--- config.mk ---
export PLATFORM = sky130hd
export DESIGN_NAME = multiplier
export DESIGN_NICKNAME = d
export VERILOG_FILES = /design/src/rtl/multiplier.sv
export SDC_FILE = /design/constraint.sdc
export NUM_CORES = 1
export LEC_CHECK = 0
export CAP_MARGIN = 10
export CORE_AREA = 2 2 201 203
export DETAILED_ROUTE_END_ITERATION = 8
export DIE_AREA = 0 0 203 205
export PLACE_DENSITY = 0.73
export SYNTH_ARGS = -nofsm -noshare
export SYNTH_HDL_FRONTEND = slang
export SYNTH_SLANG_ARGS = --single-unit
export TNS_END_PERCENT = 100
--- constraint.sdc ---
create_clock -name Clk -period 11.9 [get_ports Clk]
set_clock_uncertainty 0.05 [all_clocks]
set_input_delay 1.19 -clock Clk [delete_from_list [all_inputs] [get_ports Clk]]
set_output_delay 1.19 -clock Clk [all_outputs]
set_load 0.05 [all_outputs]
--- src/rtl/multiplier.sv ---
// -----------------------------------------------------------------------------
// multiplier
//
// Iterative signed 33-bit multiply / divide unit.
//   - Multiply: 33 shift-add steps on operand magnitudes, then sign fix-up,
//     giving the exact 66-bit product {Aval, Bval}.
//   - Divide:   33 restoring shift-subtract steps on operand magnitudes, then
//     sign fix-up. Quotient truncates toward zero; the remainder takes the
//     sign of the dividend. Divide by zero gives quotient all-ones and
//     remainder = dividend.
//
// Start-to-result latency is 35 rising edges:
//   1 start edge (IDLE -> COMPUTE), 33 COMPUTE edges, 1 DONE edge.
//
// Handshake: ready is 1 only in IDLE. A start happens on any rising edge
// in IDLE with Run=1; opA, opB and div are sampled on that same edge and
// ignored at every other time. Results (Aval, Bval, X) are valid whenever
// ready is 1 and only ever change on the DONE edge or on Reset.
//
// Ports
//   Clk          in   clock, rising edge
//   Reset        in   asynchronous, active-high reset
//   Run          in   start request (level, sampled only in IDLE)
//   div          in   0 = multiply, 1 = divide
//   opA          in   33-bit signed multiplicand / dividend
//   opB          in   33-bit signed multiplier / divisor
//   Aval         out  multiply: product[65:33]; divide: remainder
//   Bval         out  multiply: product[32:0];  divide: quotient
//   X            out  sign-extension bit, equal to Aval[32]
//   ready        out  1 while IDLE (results valid, start accepted)
//   o_dbg_state  out  current FSM state (0 IDLE, 1 COMPUTE, 2 DONE)
// -----------------------------------------------------------------------------
module multiplier (
    input  logic        Clk,
    input  logic        Reset,
    input  logic        Run,
    input  logic        div,
    input  logic [32:0] opA,
    input  logic [32:0] opB,
    output logic [32:0] Aval,
    output logic [32:0] Bval,
    output logic        X,
    output logic        ready,
    output logic [1:0]  o_dbg_state
);

    typedef enum logic [1:0] {
        S_IDLE    = 2'd0,
        S_COMPUTE = 2'd1,
        S_DONE    = 2'd2
    } state_t;

    state_t      r_state;
    logic [5:0]  r_cnt;
    logic        r_div;
    logic        r_neg_a;      // dividend sign, sets remainder sign
    logic        r_neg_res;    // product / quotient sign
    logic [32:0] r_op_a;       // raw dividend, returned as remainder on /0
    logic [32:0] r_mag_m;      // magnitude added (mul) or subtracted (div)
    logic [32:0] r_hi;         // mul: product high half; div: partial remainder
    logic [32:0] r_lo;         // mul: multiplier -> product low; div: dividend -> quotient
    logic [32:0] r_aval;
    logic [32:0] r_bval;
    logic        r_ready;

    // Magnitudes are 33-bit unsigned, so |-2^32| = 2^32 is exact.
    logic [32:0] w_mag_a;
    logic [32:0] w_mag_b;
    assign w_mag_a = opA[32] ? (~opA + 33'd1) : opA;
    assign w_mag_b = opB[32] ? (~opB + 33'd1) : opB;

    // Multiply step: conditionally add, then shift {sum, lo} right by one.
    // The high half stays below 2^33, so the 34-bit sum never overflows.
    logic [32:0] w_addend;
    logic [33:0] w_msum;
    assign w_addend = r_lo[0] ? r_mag_m : 33'd0;
    assign w_msum   = {1'b0, r_hi} + {1'b0, w_addend};

    // Divide step: shift next dividend bit into the partial remainder and
    // subtract the divisor if it fits. A successful difference is always
    // below the divisor magnitude, so 33 bits hold it.
    logic [33:0] w_dshift;
    logic        w_dge;
    logic [32:0] w_ddiff;
    assign w_dshift = {r_hi, r_lo[32]};
    assign w_dge    = (w_dshift >= {1'b0, r_mag_m});
    assign w_ddiff  = w_dshift[32:0] - r_mag_m;

    // Sign correction applied on the DONE edge.
    logic [65:0] w_prod;
    logic [65:0] w_prod_s;
    logic [32:0] w_quot_s;
    logic [32:0] w_rem_s;
    logic        w_div0;
    assign w_prod   = {r_hi, r_lo};
    assign w_prod_s = r_neg_res ? (~w_prod + 66'd1) : w_prod;
    assign w_quot_s = r_neg_res ? (~r_lo + 33'd1) : r_lo;
    assign w_rem_s  = r_neg_a ? (~r_hi + 33'd1) : r_hi;
    assign w_div0   = (r_mag_m == 33'd0);

    always_ff @(posedge Clk or posedge Reset) begin
        if (Reset) begin
            r_state   <= S_IDLE;
            r_cnt     <= 6'd0;
            r_div     <= 1'b0;
            r_neg_a   <= 1'b0;
            r_neg_res <= 1'b0;
            r_op_a    <= 33'd0;
            r_mag_m   <= 33'd0;
            r_hi      <= 33'd0;
            r_lo      <= 33'd0;
            r_aval    <= 33'd0;
            r_bval    <= 33'd0;
            r_ready   <= 1'b1;
        end else begin
            case (r_state)
                S_IDLE: begin
                    if (Run) begin
                        r_div     <= div;
                        r_neg_a   <= opA[32];
                        r_neg_res <= opA[32] ^ opB[32];
                        r_op_a    <= opA;
                        r_mag_m   <= div ? w_mag_b : w_mag_a;
                        r_lo      <= div ? w_mag_a : w_mag_b;
                        r_hi      <= 33'd0;
                        r_cnt     <= 6'd0;
                        r_ready   <= 1'b0;
                        r_state   <= S_COMPUTE;
                    end
                end

                S_COMPUTE: begin
                    if (r_div) begin
                        r_hi <= w_dge ? w_ddiff : w_dshift[32:0];
                        r_lo <= {r_lo[31:0], w_dge};
                    end else begin
                        r_hi <= w_msum[33:1];
                        r_lo <= {w_msum[0], r_lo[32:1]};
                    end
                    r_cnt <= r_cnt + 6'd1;
                    // Count 0..32 covers exactly 33 iterations.
                    if (r_cnt == 6'd32) begin
                        r_state <= S_DONE;
                    end
                end

                S_DONE: begin
                    if (!r_div) begin
                        r_aval <= w_prod_s[65:33];
                        r_bval <= w_prod_s[32:0];
                    end else if (w_div0) begin
                        r_aval <= r_op_a;
                        r_bval <= 33'h1_FFFF_FFFF;
                    end else begin
                        r_aval <= w_rem_s;
                        r_bval <= w_quot_s;
                    end
                    r_ready <= 1'b1;
                    r_state <= S_IDLE;
                end

                default: begin
                    r_state <= S_IDLE;
                    r_ready <= 1'b1;
                end
            endcase
        end
    end

    assign Aval        = r_aval;
    assign Bval        = r_bval;
    assign X           = r_aval[32];
    assign ready       = r_ready;
    assign o_dbg_state = r_state;

endmodule

==> flow_summary.ini <==
[outcome]
status = complete, no violations

[worst_setup_path]
path_class = reg -> reg
cpMostUsedCell = a21oi_1
critPathSlowestCell = o311ai_0
endpoint_kind = register
cp_top_family = compound AO/OA/AOI/OAI gates
critPathBufInv = 2
cp_max_fo = 31
r2r-start = r_lo[0]$_DFFE_PP0P_
required_ns = 12.29
cp-start-kind = register
cpPeakStageDelay_ns = 0.68
crit_chain = inv_1 -> buf_4 -> nor2_1 -> ha_1 -> nor2b_1 -> o31ai_1 -> a21oi_1 -> o211a_1 -> o311ai_0 -> a21oi_1 -> xnor2_1 -> o21ai_0 -> a31o_2
arrival_ns = 4.66
crit_start = r_lo[0]$_DFFE_PP0P_

[grt]
grt_overflow = 0
track_usage_pct = 28.20
antenna_found_initial = 1
grt_start_max_net_pins = 147
grt_pass1_wl_um = 92200
grt_pass1_vias = 16040

[yosys]
netlist_area_mm2 = 0.01708
synth_edf_count = 0
synth.most_common_cell = nand2_1
syn_avg_cell_area_um2 = 7.855
netlist.area_leader.share_pct = 30.48
syn_inst = 2174
synthesis.nets = 2318
synthTopCellsByArea = dfrtp_1 30%, nand2_1 6.2%, xor2_1 5.9%, o21ai_0 5.7%, ha_1 5.3%
synth_ff_type = dfrtp_1
ys.warnings.count = 0
synth-seq-cells = 209
post-synth-top-area-cell = dfrtp_1
synthTopCellsByCount = 281 x nand2_1, 208 x dfrtp_1, 195 x nor2_1
ys_seq_area_share_pct = 30.63
async_reset_ff_share_pct = 100.0
ys_types = 76

[die]
initial_core_util_pct = 43.38
fp.dieH_um = 205
die_x_um = 203
ioPinCount = 140
core_mm2 = 0.03937
rows = 73
fp.dieArea_mm2 = 0.04162

[layout]
nets = 2339
drive_gt1_share_pct = 4.790
diodes = 0
syn_to_final_growth_pct = 14.35
fin_cells = 2738
fin_util_pct = 49.61
n_fill_cell = 3746

[drt]
routed_wl_um = 60040
drt_iter0_markers = 1790
drtAntennaViolNets = 0
routed-via-count = 17110
viasPerCell = 6.250
drcViolationCount = 0
wl_per_cell_um = 21.93
dr.pass1.iters = 5

[clock_tree]
htree_levels = 1
hold_buffers = 0
root_buffer = clkbuf_16
cts_tree = yes
cts_sinks = 209
cts_buffer_depth = 3
clock_latency_ns = 0.57
post_cts_buffers = 0
cts_buffers = 27
ctsResizeCount = 0
clkTransAtPathRegs_ns = 0.06

[sta]
worst_pin_slew_ns = 1.247
fin_crit_sh_pct = 35.88
maxSlewHeadroom_pct = 16.61
slew_violations = 0
setup_viol = 0
fin_ws_ns = 7.630
finalHoldViolations = 0
min_period_ns = 4.270
rsz0062_at_grt = no
setup_tns_ns = 0
fmax_ghz = 0.2342

[flow_run]
cap_viol_max_count = 0

[placement]
place_inst = 2691
place.gp.congestion = 0.9909
io_buffer_count = 139
dp_hpwl_um = 43740
place_ws_ns = 7.560

[worst_hold_path]
hold_class = reg -> reg
hold_start = Bval[10]$_DFFE_PP0N_

[power]
leakagePower_nw = 8.193
p_total_w = 0.006285
power_density_mw_per_mm2 = 321.8
peakVddDrop_mv = 0.1829
## cells in the final DEF (no fill, tap or decap), drive strengths merged, types with 20 or more instances in the layout
| cell type | instances |
|---|---|
| o21ai | 206 |
| xnor2 | 95 |
| nor3 | 26 |
| nor2 | 195 |
| a21o | 32 |
| a211oi | 76 |
| nand3 | 42 |
| or3 | 23 |
| nor4 | 30 |
| ha | 72 |
| nand2 | 281 |
| inv | 67 |
| a21oi | 171 |
| clkdlybuf4s50 | 138 |
| clkbuf | 37 |
| dfrtp | 208 |
| nand4 | 25 |
| mux2i | 52 |
| xor2 | 116 |
| or4 | 21 |
| o211ai | 30 |
| nand2b | 20 |
| o31ai | 35 |
## state kept, by name, summed over array words and instances, names as in the netlist
name         cells
Aval            33
Bval            33
o_dbg_state      2
r_cnt            6
r_div            1
r_hi            33
r_lo            33
r_mag_m         33
r_neg_a          1
r_neg_res        1
r_op_a          32
ready            1
## cells by family (layout without fill, tap and decap cells)
group,after synthesis,in the layout,synth area share (%)
compound gates,675,675,24.72
xor+xnor,211,211,10.82
fa+ha+maj,74,74,5.510
buf+inv,229,268,5.158
flops,209,209,30.63
mux,63,63,3.773
simple gates,713,713,19.39
## worst paths after layout
path	end	slack, ns	depth (start not counted)
hold reg to reg	Bval[10]$_DFFE_PP0N_	0.41	2
setup / recovery	r_hi[29]$_DFFE_PP0P_	7.63	13
setup reg to reg	r_hi[29]$_DFFE_PP0P_	7.63	13
hold / removal	Bval[10]$_DFFE_PP0N_	0.41	2
min in group asynchronous	Bval[4]$_DFFE_PP0N_	1.20	2
max in group asynchronous	r_hi[14]$_DFFE_PP0P_	9.06	3
## report_power, final
| group | leakage (nW) | internal (W) | switching, W | total [W] |
|---|---|---|---|---|
| logic | 5.29 | 0.00154 | 0.00238 | 0.00392 |
| clock network | 0.420 | 0.000485 | 0.000348 | 0.000833 |
| registers | 2.48 | 0.00102 | 0.000510 | 0.00153 |
| total | 8.19 | 0.00305 | 0.00323 | 0.00629 |
## tightest hold or removal path: cells and delay by family (launching register included)
kind / cells / cell delay, ns
flops: 1 / 0.34
simple gates: 2 / 0.10
## through the flow
step	hold WS (ns)	cell area, um2
after floorplan	0.3904	17080
after global placement	0.4055	18660
after detailed placement	0.4051	18660
after CTS	0.4173	19530
after global routing	0.4458	19530
final	0.4141	19530
## cell type report
| type | instances | area [um2] | share of cell area (%) |
|---|---|---|---|
| clock buffers | 37 | 753.2 | 3.857 |
| clock inverters | 10 | 117.6 | 0.6023 |
| inverters | 65 | 251.5 | 1.288 |
| multi-input cells | 1736 | 11000 | 56.32 |
| flip-flops and latches | 209 | 5236 | 26.81 |
| well taps | 525 | 656.9 | 3.364 |
| repair buffers | 156 | 1514 | 7.752 |
## metal layers
layer	vias up	GRT usage, %	part of all wire, %
li1	7820	-	-
met1	8242	38.98	42
met2	897	43.98	44
met3	151	4.025	9.2
met4	2	12.25	4.5
met5	-	0	0.022
Power figures use the tool's default switching activity.
